### config.mk
export PLATFORM = sky130hd
export DESIGN_NAME = demux_stream_nch_flat
export DESIGN_NICKNAME = d
export VERILOG_FILES = /design/src/rtl/demux_stream_nch_if.sv /design/src/rtl/demux_stream_nch.sv /design/src/flat_wrapper.sv
export SDC_FILE = /design/constraint.sdc
export NUM_CORES = 1
export LEC_CHECK = 0
export ABC_AREA = 1
export BUFFER_PORTS_ARGS = -buffer_cell sky130_fd_sc_hd__buf_2
export CORE_MARGIN = 2
export CORE_UTILIZATION = 25
export DETAILED_ROUTE_END_ITERATION = 12
export GPL_TIMING_DRIVEN = 0
export PLACE_DENSITY = 0.53
export SYNTH_ARGS = -nofsm -noshare
export SYNTH_HDL_FRONTEND = slang
export SYNTH_SLANG_ARGS = --single-unit
### constraint.sdc
create_clock -name clk -period 1.9 [get_ports clk]
set_input_delay 0.095 -clock clk [delete_from_list [all_inputs] [get_ports clk]]
set_output_delay 0.095 -clock clk [all_outputs]
set_load 0.02 [all_outputs]
### src/rtl/demux_stream_nch_if.sv
// Stream bus for demux_stream_nch: one input word stream and NUM_CH
// registered output channels, each with its own valid/ready pair.
interface demux_stream_nch_if #(
  parameter int unsigned WORD_LENGTH = 8,
  parameter int unsigned NUM_CH      = 4,
  parameter int unsigned SEL_WIDTH   = 2
);
  logic [WORD_LENGTH-1:0]        Data_in;
  logic [SEL_WIDTH-1:0]          sel;
  logic                          in_valid;
  logic                          in_ready;
  logic [NUM_CH*WORD_LENGTH-1:0] Data_out;
  logic [NUM_CH-1:0]             out_valid;
  logic [NUM_CH-1:0]             out_ready;

  // Producer/consumer side.
  modport master (
    output Data_in, sel, in_valid, out_ready,
    input  in_ready, Data_out, out_valid
  );

  // Demux side.
  modport slave (
    input  Data_in, sel, in_valid, out_ready,
    output in_ready, Data_out, out_valid
  );
endinterface

### src/rtl/demux_stream_nch.sv
// Stream demultiplexer: routes one input word stream to NUM_CH one-entry
// output slots with per-channel valid/ready; out-of-range words are counted.
module demux_stream_nch #(
  parameter int unsigned WORD_LENGTH = 8,
  parameter int unsigned NUM_CH      = 4,
  parameter int unsigned SEL_WIDTH   = 2,
  parameter int unsigned ZERO_IDLE   = 1,
  parameter int unsigned CNT_WIDTH   = 8
) (
  input  logic                 clk,
  input  logic                 reset,
  demux_stream_nch_if.slave    bus,
  input  logic                 clear_drop,
  output logic                 drop_flag,
  output logic [CNT_WIDTH-1:0] drop_count
);

  logic [NUM_CH-1:0]      sel_hot;
  logic [NUM_CH-1:0]      load;
  logic [NUM_CH-1:0]      valid_q;
  logic [WORD_LENGTH-1:0] slot_q [NUM_CH];
  logic                   in_range;
  logic                   ready_int;
  logic                   drop;

  // One-hot select decode; an out-of-range sel decodes to all zeros, which
  // makes in_ready 1 and marks the word as a drop without any wide compare.
  always_comb begin
    sel_hot = '0;
    for (int unsigned k = 0; k < NUM_CH; k++) begin
      sel_hot[k] = (bus.sel == SEL_WIDTH'(k));
    end
  end

  always_comb begin
    in_range  = |sel_hot;
    ready_int = ~|(sel_hot & valid_q & ~bus.out_ready);
    load      = (bus.in_valid && ready_int) ? sel_hot : '0;
    drop      = bus.in_valid && !in_range;
  end

  assign bus.in_ready  = ready_int;
  assign bus.out_valid = valid_q;

  always_ff @(posedge clk or negedge reset) begin
    if (!reset) begin
      valid_q <= '0;
      for (int unsigned k = 0; k < NUM_CH; k++) begin
        slot_q[k] <= '0;
      end
    end else begin
      for (int unsigned k = 0; k < NUM_CH; k++) begin
        // A load on a draining slot overwrites it and keeps valid high.
        if (load[k]) begin
          slot_q[k]  <= bus.Data_in;
          valid_q[k] <= 1'b1;
        end else if (valid_q[k] && bus.out_ready[k]) begin
          valid_q[k] <= 1'b0;
        end
      end
    end
  end

  always_ff @(posedge clk or negedge reset) begin
    if (!reset) begin
      drop_flag  <= 1'b0;
      drop_count <= '0;
    end else if (clear_drop) begin
      drop_flag  <= 1'b0;
      drop_count <= '0;
    end else if (drop) begin
      drop_flag <= 1'b1;
      if (drop_count != '1) begin
        drop_count <= drop_count + CNT_WIDTH'(1);
      end
    end
  end

  always_comb begin
    bus.Data_out = '0;
    for (int unsigned k = 0; k < NUM_CH; k++) begin
      if ((ZERO_IDLE == 0) || valid_q[k]) begin
        bus.Data_out[k*WORD_LENGTH +: WORD_LENGTH] = slot_q[k];
      end
    end
  end

endmodule

### src/flat_wrapper.sv
// flat-port wrapper written by rule: the top's interface ports become plain ports
module demux_stream_nch_flat 
#(
  parameter int unsigned WORD_LENGTH = 8,
  parameter int unsigned NUM_CH      = 4,
  parameter int unsigned SEL_WIDTH   = 2,
  parameter int unsigned ZERO_IDLE   = 1,
  parameter int unsigned CNT_WIDTH   = 8
)
  (clk, reset, clear_drop, drop_flag, drop_count, bus_Data_in, bus_sel, bus_in_valid, bus_out_ready, bus_in_ready, bus_Data_out, bus_out_valid);
  demux_stream_nch_if #(.WORD_LENGTH(WORD_LENGTH), .NUM_CH(NUM_CH), .SEL_WIDTH(SEL_WIDTH)) bus_i ();
  input  logic clk;
  input  logic reset;
  input  logic clear_drop;
  output logic drop_flag;
  output logic [CNT_WIDTH-1:0] drop_count;
  input wire logic [$bits(bus_i.Data_in)-1:0] bus_Data_in;
  input wire logic [$bits(bus_i.sel)-1:0] bus_sel;
  input wire logic [$bits(bus_i.in_valid)-1:0] bus_in_valid;
  input wire logic [$bits(bus_i.out_ready)-1:0] bus_out_ready;
  output wire logic [$bits(bus_i.in_ready)-1:0] bus_in_ready;
  output wire logic [$bits(bus_i.Data_out)-1:0] bus_Data_out;
  output wire logic [$bits(bus_i.out_valid)-1:0] bus_out_valid;
  assign bus_i.Data_in = bus_Data_in;
  assign bus_i.sel = bus_sel;
  assign bus_i.in_valid = bus_in_valid;
  assign bus_i.out_ready = bus_out_ready;
  assign bus_in_ready = bus_i.in_ready;
  assign bus_Data_out = bus_i.Data_out;
  assign bus_out_valid = bus_i.out_valid;
  demux_stream_nch #(.WORD_LENGTH(WORD_LENGTH), .NUM_CH(NUM_CH), .SEL_WIDTH(SEL_WIDTH), .ZERO_IDLE(ZERO_IDLE), .CNT_WIDTH(CNT_WIDTH)) u_core (.clk(clk), .reset(reset), .bus(bus_i), .clear_drop(clear_drop), .drop_flag(drop_flag), .drop_count(drop_count));
endmodule
Word-level counts from Yosys, hierarchy flattened
Index checks and enable logic that the tools add are counted.

$add $sub $neg: 1. Multipliers: 0. Div/mod/pow operators: 0. Magnitude comparators: 0. Equality and inequality tests: 4. Shift-type cells: 0. Mux-type cells: 18. Bitwise logic cells: 3. Reduce and logical (&&, ||, !) cells: 18.

Operators with widths (number): two-way mux 8 bit (7); nonzero test 2 bit (6); two-way mux 1 bit (10); adder 8 x 1 -> 8 bit, second input constant (1); AND 4 bit (2); inequality test 8 bit, second input constant (1); OR reduction 4 bit (2); logical AND 1 bit (6); == test 2 bit, second input constant (2); two-way mux 4 bit (1); NOT 4 bit (1); == test 2 x 1 -> 1 bit, second input constant (1); zero test 1 bit (2); zero test 2 bit (1); AND reduction 2 bit (1).

Flip-flop bits (word level): 45. Bits in latches: 0. Bits in writable memories: 0. Bits in read-only memories: 0. Input port bits: 18. Output and inout port bits: 46. Memories kept: 0.

Longest topological paths before layout
Gate-level depths: netlist of the first run.

Depth after elaboration: 8. Depth in mapped cells: 9.

Least setup slack after synthesis of the first run
No wires, ideal clock.

Path type: reg-to-reg. From: register u_core.valid_q[1], in the netlist u_core.bus.out_valid[1]. To: register u_core.slot_q[13] (netlist bit). Data arrival time: 1.420 ns. Required time: 1.834 ns. Slack: 0.414 ns. Cell stages (with the launch flop): 10. Path buffers: 2. Cells stage by stage: dfrtp_1 -> buf_6 -> inv_1 -> nor2_1 -> nand2_1 -> nand2_1 -> nor2_4 -> clkbuf_8 -> nand4_1 -> nand2_1.

Cells in the longest elaborated chain, start to end: 6.

RTL lines: from (decl) (RTL line demux_stream_nch.sv:20) `logic [NUM_CH-1:0] valid_q;`; from (signal assigned) (RTL line demux_stream_nch.sv:47) `valid_q <= '0;`; from (signal, indexed assignment) (RTL line demux_stream_nch.sv:56) `valid_q[k] <= 1'b1;`; from (signal, indexed assignment) (RTL line demux_stream_nch.sv:58) `valid_q[k] <= 1'b0;`; AND 4 bit (2 in series) (RTL line demux_stream_nch.sv:37) `ready_int = ~|(sel_hot & valid_q & ~bus.out_ready);`; OR reduction 4 bit (RTL line demux_stream_nch.sv:37); zero test 1 bit (RTL line demux_stream_nch.sv:37); named net bus_in_ready (RTL line flat_wrapper.sv:21) `output wire logic [$bits(bus_i.in_ready)-1:0] bus_in_ready;`; logical AND 1 bit (RTL line demux_stream_nch.sv:38) `load = (bus.in_valid && ready_int) ? sel_hot : '0;`; two-way mux 4 bit (RTL line demux_stream_nch.sv:38); to (signal, indexed assignment) (RTL line demux_stream_nch.sv:55) `slot_q[k] <= bus.Data_in;`; to (decl) (RTL line demux_stream_nch.sv:21) `logic [WORD_LENGTH-1:0] slot_q [NUM_CH];`.

The timed path passes the listed nets, and every way through them passes these cells. A chain may end at the register's enable or synchronous reset.

Worst setup path in the final report of the first run
From: register u_core.valid_q[2], in the netlist u_core.bus.out_valid[2]. To: output bus_in_ready.

Cells in the longest elaborated chain, start to end: 4.

RTL lines (RTL line): AND 4 bit (2 in series) (demux_stream_nch.sv:37); OR reduction 4 bit (demux_stream_nch.sv:37); zero test 1 bit (demux_stream_nch.sv:37); to (decl) (flat_wrapper.sv:21).

No other way between the ends.

==> impl_metrics.toml, run 1 <==
[critical_path]
arrival_ns = 1.59
critPathSlowestCell = "dfrtp_1"
worstSetupPathType = "register to output pin"
max_stage_delay_ns = 0.38
cp_cell_sequence = "buf_2 -> inv_1 -> nor2_1 -> nand2_1 -> nand2_1 -> nor2_4 -> clkbuf_8 -> buf_2"
worstPathRequired_ns = 1.80
cp_max_fo = 10
startpoint_type = "register"
rrSetupSlack_ns = 0.26
endpoint_kind = "output pin"

[final_layout]
design_area_sq_mm = 0.00275
antenna_cells = 0
drive_gt1_share_pct = 26.3
area_growth_pct = 29.0
instances_no_fill = 444
nNetsFinal = 356
layout_common_cells = "nand2_1, buf_2, inv_1"
nFillCells = 898
finish.utilization_pct = 33.4
final_common_cell = "nand2_1"

[sta]
worstMarginPinSlew_ns = 1.01
report.final.slew_viol_count = 0
period_needed_ns = 1.68
worst_slack_ns = 0.217
skew_ns = 0.00618
slew_headroom_pct = 32.4
rsz0062_at_grt = "false"
fmax_ghz = 0.594
hold_viol_final = 45
finalSetupViolCount = 0
fin_crit_sh_pct = 88.6
worst_hold_slack_ns = -0.0366
tns_ns = 0

[power]
power_density_mw_per_mm2 = 906
combPwrFrac_pct = 18.4
ir_worst_vdd_uv = 389
finalPower_mw = 2.49
clkPwrFrac_pct = 34.5
total_leakage_power_nw = 1.73
p_sw_share_pct = 28.5
switching_power_mw = 0.711
intPower_mw = 1.78
seqPwrFrac_pct = 47.0

[clocking]
clock_latency_ns = 0.30
clk_pin_slew_ns = 0.09
cts_tree = "built"
numCtsBuffers = 5
clock_sinks = 45
root_buffer = "clkbuf_8"
clk_path_buf_depth = 2
htree_levels = 2
cts_resized = 0

[synthesis]
ys_seq_area_share_pct = 52.9
synth_area_per_cell_sq_um = 8.03
syn-cell-area_sq_mm = 0.00213
synth_fp_nets = 283
ys_warn_count = 0
yosys-top-cells-area = "dfrtp_1, nand2_1, nand4_1"
synth_seq_cells = 45
synth_top_area_cell = "dfrtp_1"
yosysTopAreaCellShare_pct = 52.9
synth_cells = 265
yosys.cell_types.count = 14

[detailed_routing]
wl_per_cell_microns = 12.2
drtIter0Drc = 117
num_vias = 1858
viasPerCell = 4.18
routed_wirelength_microns = 5430
wl_met1_microns = 2680
met2_length_microns = 2460
met3WireLength_microns = 239
drc = 0
ant_nets = 0
firstDrtPassIters = 4
routed.top_layer = "met4"

[outcome]
violations = "negative hold slack"
outcome = "complete, but fails checks"

[floorplanning]
fp.dieW_microns = 96.3
rows = 33
start_util_pct = 25.9
die_area_sq_mm = 0.00927
die_h_microns = 96.3
core_sq_mm = 0.00822
pin_count = 64

[placement]
placed_area_sq_mm = 0.00256
pre_cts_slack_ns = 0.264
gp_congestion = 0.737
dpl.hpwl_microns = 3960
port_buffers = 61
dp.cells = 431

[grt]
overflow = 0
grt.total_usage_pct = 12.8
grt_first_pass_wirelength_microns = 9000
antenna_found_initial = 0
first_global_vias = 1839
grt_max_degree = 46

[job]
drv_cap = 0

[worst_hold_path]
min_path_type = "input pin to async pin"
==> path summary, 6_finish.rpt <==
kind                                              start                   end  depth (start not counted)
worst max-delay path            u_core.bus.out_valid[2]          bus_in_ready                          8
worst min-delay path                              reset  u_core.drop_count[4]                          1
worst max register to register  u_core.bus.out_valid[2]     u_core.slot_q[14]                         10
worst min register to register        u_core.slot_q[11]     u_core.slot_q[11]                          2
max in group asynchronous                         reset      u_core.slot_q[2]                          1
min in group clk                         bus_Data_in[3]      u_core.slot_q[3]                          3
==> sequential cells by signal, summed over array words and instances, names as in the netlist <==
register              flops
u_core.slot_q            32
u_core.drop_count         8
u_core.bus.out_valid      4
u_core.drop_flag          1
==> critical path: cells and delay by family, from the launching register on <==
family	cells	cell delay (ns)
simple gates	4	0.33
buf+inv	4	0.58
flops	1	0.38
==> power groups by stage <==
stage	Sequential [mW]	Combinational [mW]	Clock (mW)
after floorplan	1.18	0.294	0
after global placement	1.19	0.452	0
after detailed placement	1.19	0.459	0
after CTS	1.17	0.469	0.883
after global routing	1.19	0.531	0.920
final	1.17	0.459	0.860
==> cell type report <==
cell class / count / area [sq um] / area share [%]
Multi-Input combinational cell: 160 / 726 / 26.4
Buffer: 12 / 96.3 / 3.51
Timing Repair Buffer: 66 / 353 / 12.8
Inverter: 48 / 180 / 6.56
Sequential cell: 45 / 1130 / 41.0
Clock buffer: 5 / 68.8 / 2.51
Clock inverter: 3 / 65.1 / 2.37
Tap cell: 105 / 131 / 4.78
==> layer usage <==
metal  up-vias  global-route usage [%]
li1        955                       -
met1       858                    18.8
met2        41                    18.6
met3         4                    2.51
met4         0                    4.29
met5         -                       0
==> synth_stat cells, drive strengths merged <==
cell type and number:
nand4 32, clkbuf 5, dfrtp 45, nand3 4, o21ai 4, inv 48, nor2 17, buf 7
nand2 103
==> cells by family after synthesis <==
group	Yosys count	share of synthesized area, %
AOI/OAI and AO/OA	4	0.941
buffers and inverters	60	13.0
and+or+nand+nor	156	33.2
DFF	45	52.9
==> what timing repair did <==
item | in CTS | in global routing
buffers inserted | 1 | 0
hold endpoints to repair | 4 | 0
endpoints found under the setup margin | 1 | 0
hold buffers | 4 | 0
Note: power is estimated with default switching activity, not from simulation.
==> inputs of run 2 (changes only) <==
Settings changed: GPL_TIMING_DRIVEN 0 to 1.
==> impl_metrics.toml, run 2 (same netlist as run 1, synthesis figures left out) <==
[sta]
period_needed_ns = 1.63
finalSetupViolCount = 0
rsz0062_at_grt = "false"
worst_slack_ns = 0.272
hold_viol_final = 0
worstMarginPinSlew_ns = 0.568
fmax_ghz = 0.614
slew_headroom_pct = 62.1
tns_ns = 0
fin_crit_sh_pct = 85.7
report.final.slew_viol_count = 0
skew_ns = 0.00491

[outcome]
outcome = "finished clean"

[detailed_routing]
viasPerCell = 4.11
drtIter0Drc = 174
drc = 0
routed_wirelength_microns = 5260
wl_per_cell_microns = 11.9
firstDrtPassIters = 4
num_vias = 1817
ant_nets = 0

[final_layout]
drive_gt1_share_pct = 26.1
area_growth_pct = 26.4
nNetsFinal = 354
largest_reg_flops = 32
seqCellArea_sq_mm = 0.00113
final_common_cell = "nand2_1"
instances_no_fill = 442
antenna_cells = 0
nFillCells = 908
multi_input_comb_area_sq_um = 726
layout_common_cells = "nand2_1, buf_2, inv_1"
largest_register = "u_core.slot_q"

[placement]
dp.cells = 428
dpl.hpwl_microns = 3930
gp_congestion = 0.746
pre_cts_slack_ns = 0.247
port_buffers = 63

[worst_hold_path]
min_path_type = "input pin to register"
holdPathStages = 2
hold_start = "clear_drop"
holdPathEnd = "u_core.drop_count[1]"

[grt]
first_global_vias = 1799
antenna_found_initial = 0
overflow = 0
grt_first_pass_wirelength_microns = 8530
grt.total_usage_pct = 12.1
grt_use_met1_pct = 16.6
use_met2_pct = 18.6
top_usage_layer = "met2"
grt_max_degree = 46
grt_use_met3_pct = 2.82

[critical_path]
rrSetupSlack_ns = 0.36
worstSetupPathType = "register to output pin"
reg2reg_from = "u_core.bus.out_valid[1]"
arrival_ns = 1.53
startpoint_type = "register"
path_common_cell = "nand2_1"
worstPathRequired_ns = 1.80
r2r_cells = 9
endpoint_kind = "output pin"
max_stage_delay_ns = 0.51
critPathLaunch = "u_core.bus.out_valid[1]"
r2r_end = "u_core.slot_q[20]"
cp_cell_sequence = "inv_1 -> nor2_1 -> nand2_1 -> nand2_1 -> nor2_4 -> buf_4 -> buf_2"
critPathSlowestCell = "dfrtp_1"
cp_max_fo = 14

[clocking]
root_buffer = "clkbuf_8"
htree_levels = 2
numCtsBuffers = 5
clk_path_buf_depth = 2
cts_tree = "built"
clock_latency_ns = 0.29
clock_sinks = 45
clk_pin_slew_ns = 0.08

[power]
finalPower_mw = 2.25
ir_worst_vdd_uv = 355
power_density_mw_per_mm2 = 838
total_leakage_power_nw = 1.70

[floorplanning]
pin_count = 64
rows = 33
die_h_microns = 96.3
fp.dieW_microns = 96.3
die_area_sq_mm = 0.00927
core_sq_mm = 0.00822
start_util_pct = 25.9

[job]
drv_cap = 0
## run 2: changes by cell type in the layout (fill, tap and decap cells not counted), sizes merged
cell         delta
bufinv          -2
dlygate4sd3     +1
buf             +2
clkbuf          -3
## run 2: worst max-delay path by stage
stage                              to  slack (ns)
detailed placement  u_core.slot_q[21]        0.25
finish                   bus_in_ready        0.27
global placement    u_core.slot_q[21]        0.32
global route             bus_in_ready        0.10
CTS                      bus_in_ready        0.25
floorplan           u_core.slot_q[13]        0.41
## run 2: cell type report
class                      count  area share (%)
inverter                      48            6.70
multi-input combinational    160            27.0
tap                          105            4.88
timing repair buffer          76            15.8
clock buffer                   7            3.58
clock inverter                 1           0.186
sequential                    45            41.9
## run 2: repair_timing
item	CTS	global route
hold endpoints to repair	49	0
setup buffers	1	0
endpoints found under the setup margin	1	0
gates resized for setup	0	0
hold buffers	5	0
## run 2: report_power, final
| group | leakage, nW | internal (mW) | switching (mW) |
|---|---|---|---|
| Clock | 0.0542 | 0.329 | 0.302 |
| Combinational | 1.07 | 0.154 | 0.290 |
| Sequential | 0.578 | 1.10 | 0.0828 |
## run 2: metal layers
layer  part of all wire (%)  vias to the layer above
met1                     48                      817
met5                      0                        -
li1                       -                      953
met4                   0.82                        0
met3                    4.7                        2
met2                     47                       45
## run 2: per-stage QoR
step / hold slack (ns) / utilization, % / cell area, sq um
after floorplan: -0.201 / - / 2130
after global placement: 0.210 / 30.8 / 2530
after detailed placement: 0.222 / 30.8 / 2530
after CTS: 0.0608 / 32.7 / 2690
after global routing: 0.0688 / 32.7 / 2690
final: 0.0660 / 32.7 / 2690
## run 2: critical path, delay by kind of cell, from the launching register on
| family | cells | cell delay, ns |
|---|---|---|
| flip-flops | 1 | 0.51 |
| AND/OR/NAND/NOR | 4 | 0.30 |
| buffers and inverters | 3 | 0.43 |
==> inputs of run 3 (changes only) <==
Clock period 1.9 ns to 2.1 ns, I/O delays scaled along.
==> impl_metrics.toml, run 3 (same netlist as run 1, synthesis figures left out) <==
[sta]
fmax_ghz = 0.569
hold_viol_final = 0
skew_ns = 0.00543
fin_crit_sh_pct = 83.7
worst_slack_ns = 0.342
finalSetupViolCount = 0
slew_headroom_pct = 57.1
rsz0062_at_grt = "false"
report.final.slew_viol_count = 0
period_needed_ns = 1.76
tns_ns = 0
worstMarginPinSlew_ns = 0.643

[clocking]
clock_sinks = 45
clk_path_buf_depth = 2
clock_latency_ns = 0.29
clk_pin_slew_ns = 0.08
htree_levels = 2
cts_resized = 0
numCtsBuffers = 5
root_buffer = "clkbuf_8"
cts_tree = "built"

[critical_path]
cp_cell_sequence = "inv_1 -> nor2_1 -> nand2_1 -> nand2_1 -> nor2_4 -> buf_4 -> buf_2"
critPathTopFamily = "flip-flops"
cp_max_fo = 10
endpoint_kind = "output pin"
path_buf_inv = 3
worstPathRequired_ns = 2.00
startpoint_type = "register"
arrival_ns = 1.65
critPathSlowestCell = "dfrtp_1"
path_common_cell = "nand2_1"
worstSetupPathType = "register to output pin"
max_stage_delay_ns = 0.50

[floorplanning]
rows = 33
core_sq_mm = 0.00822
fp.dieW_microns = 96.3
die_h_microns = 96.3
start_util_pct = 25.9
die_area_sq_mm = 0.00927
pin_count = 64

[job]
drv_cap = 0

[detailed_routing]
met3WireLength_microns = 272
num_vias = 1878
firstDrtPassIters = 4
drc = 0
viasPerCell = 4.24
wl_per_cell_microns = 12.2
wl_met1_microns = 2570
routed.top_layer = "met4"
ant_nets = 0
routed_wirelength_microns = 5390
drtIter0Drc = 135
met2_length_microns = 2490

[grt]
grt_max_degree = 37
grt.total_usage_pct = 12.9
overflow = 0
antenna_found_initial = 0
first_global_vias = 1798
grt_first_pass_wirelength_microns = 9180

[power]
power_density_mw_per_mm2 = 819
total_leakage_power_nw = 1.72
ir_worst_vdd_uv = 290

[placement]
gp_congestion = 0.755
dpl.hpwl_microns = 4060
dp.cells = 426
placed_area_sq_mm = 0.00252
pre_cts_slack_ns = 0.450
port_buffers = 63

[final_layout]
final_common_cell = "nand2_1"
layout_common_cells = "nand2_1, buf_2, inv_1"
nNetsFinal = 355
instances_no_fill = 443
largest_reg_flops = 32
antenna_cells = 0
area_growth_pct = 28.2
design_area_sq_mm = 0.00273
finish.utilization_pct = 33.2
largest_register = "u_core.slot_q"
drive_gt1_share_pct = 26.6

[worst_hold_path]
min_path_type = "input pin to register"

[outcome]
outcome = "finished clean"
[run 3: area by class of cell]
class	instances	area, sq um
fillers	884	5490
flip-flops and latches	45	1130
inverters	48	180
clock buffers	5	68.8
clock inverters	3	65.1
well taps	105	131
multi-input cells	160	726
repair buffers	77	430
[run 3: path summary, 6_finish.rpt]
| kind | startpoint | endpoint | slack, ns | cells after the start |
|---|---|---|---|---|
| max | u_core.bus.out_valid[3] | bus_in_ready | 0.34 | 7 |
| min | bus_out_ready[0] | u_core.bus.out_valid[0] | 0.02 | 2 |
| max reg2reg | u_core.bus.out_valid[3] | u_core.slot_q[26] | 0.46 | 9 |
| min reg2reg | u_core.slot_q[24] | u_core.slot_q[24] | 0.48 | 2 |
| max in group asynchronous | reset | u_core.bus.out_valid[2] | 1.35 | 3 |
| min in group asynchronous | reset | u_core.drop_count[5] | 0.19 | 2 |
[run 3: power breakdown]
part / switching, mW / internal, mW / total [mW]
clock: 0.291 / 0.473 / 0.764
sequential: 0.0833 / 0.991 / 1.07
combinational: 0.256 / 0.139 / 0.396
[run 3: through the flow]
stage               hold slack, ns  power [mW]
floorplan                   -0.191        1.33
global placement           -0.0169        1.47
detailed placement         -0.0123        1.48
CTS                         0.0284        2.25
global route                0.0256        2.38
finish                      0.0245        2.23
[run 3: timing repair]
| item | 4_1_cts | 5_1_grt |
|---|---|---|
| hold buffers | 4 | 0 |
| setup endpoints to repair | 0 | 1 |
| hold endpoints to repair | 26 | 0 |
| setup buffers | 0 | 5 |
[run 3: layer usage]
metal / up-vias / global-route usage, %
met5: - / 0
met3: 4 / 1.96
li1: 960 / -
met4: 0 / 3.57
met2: 49 / 19.6
met1: 865 / 18.9
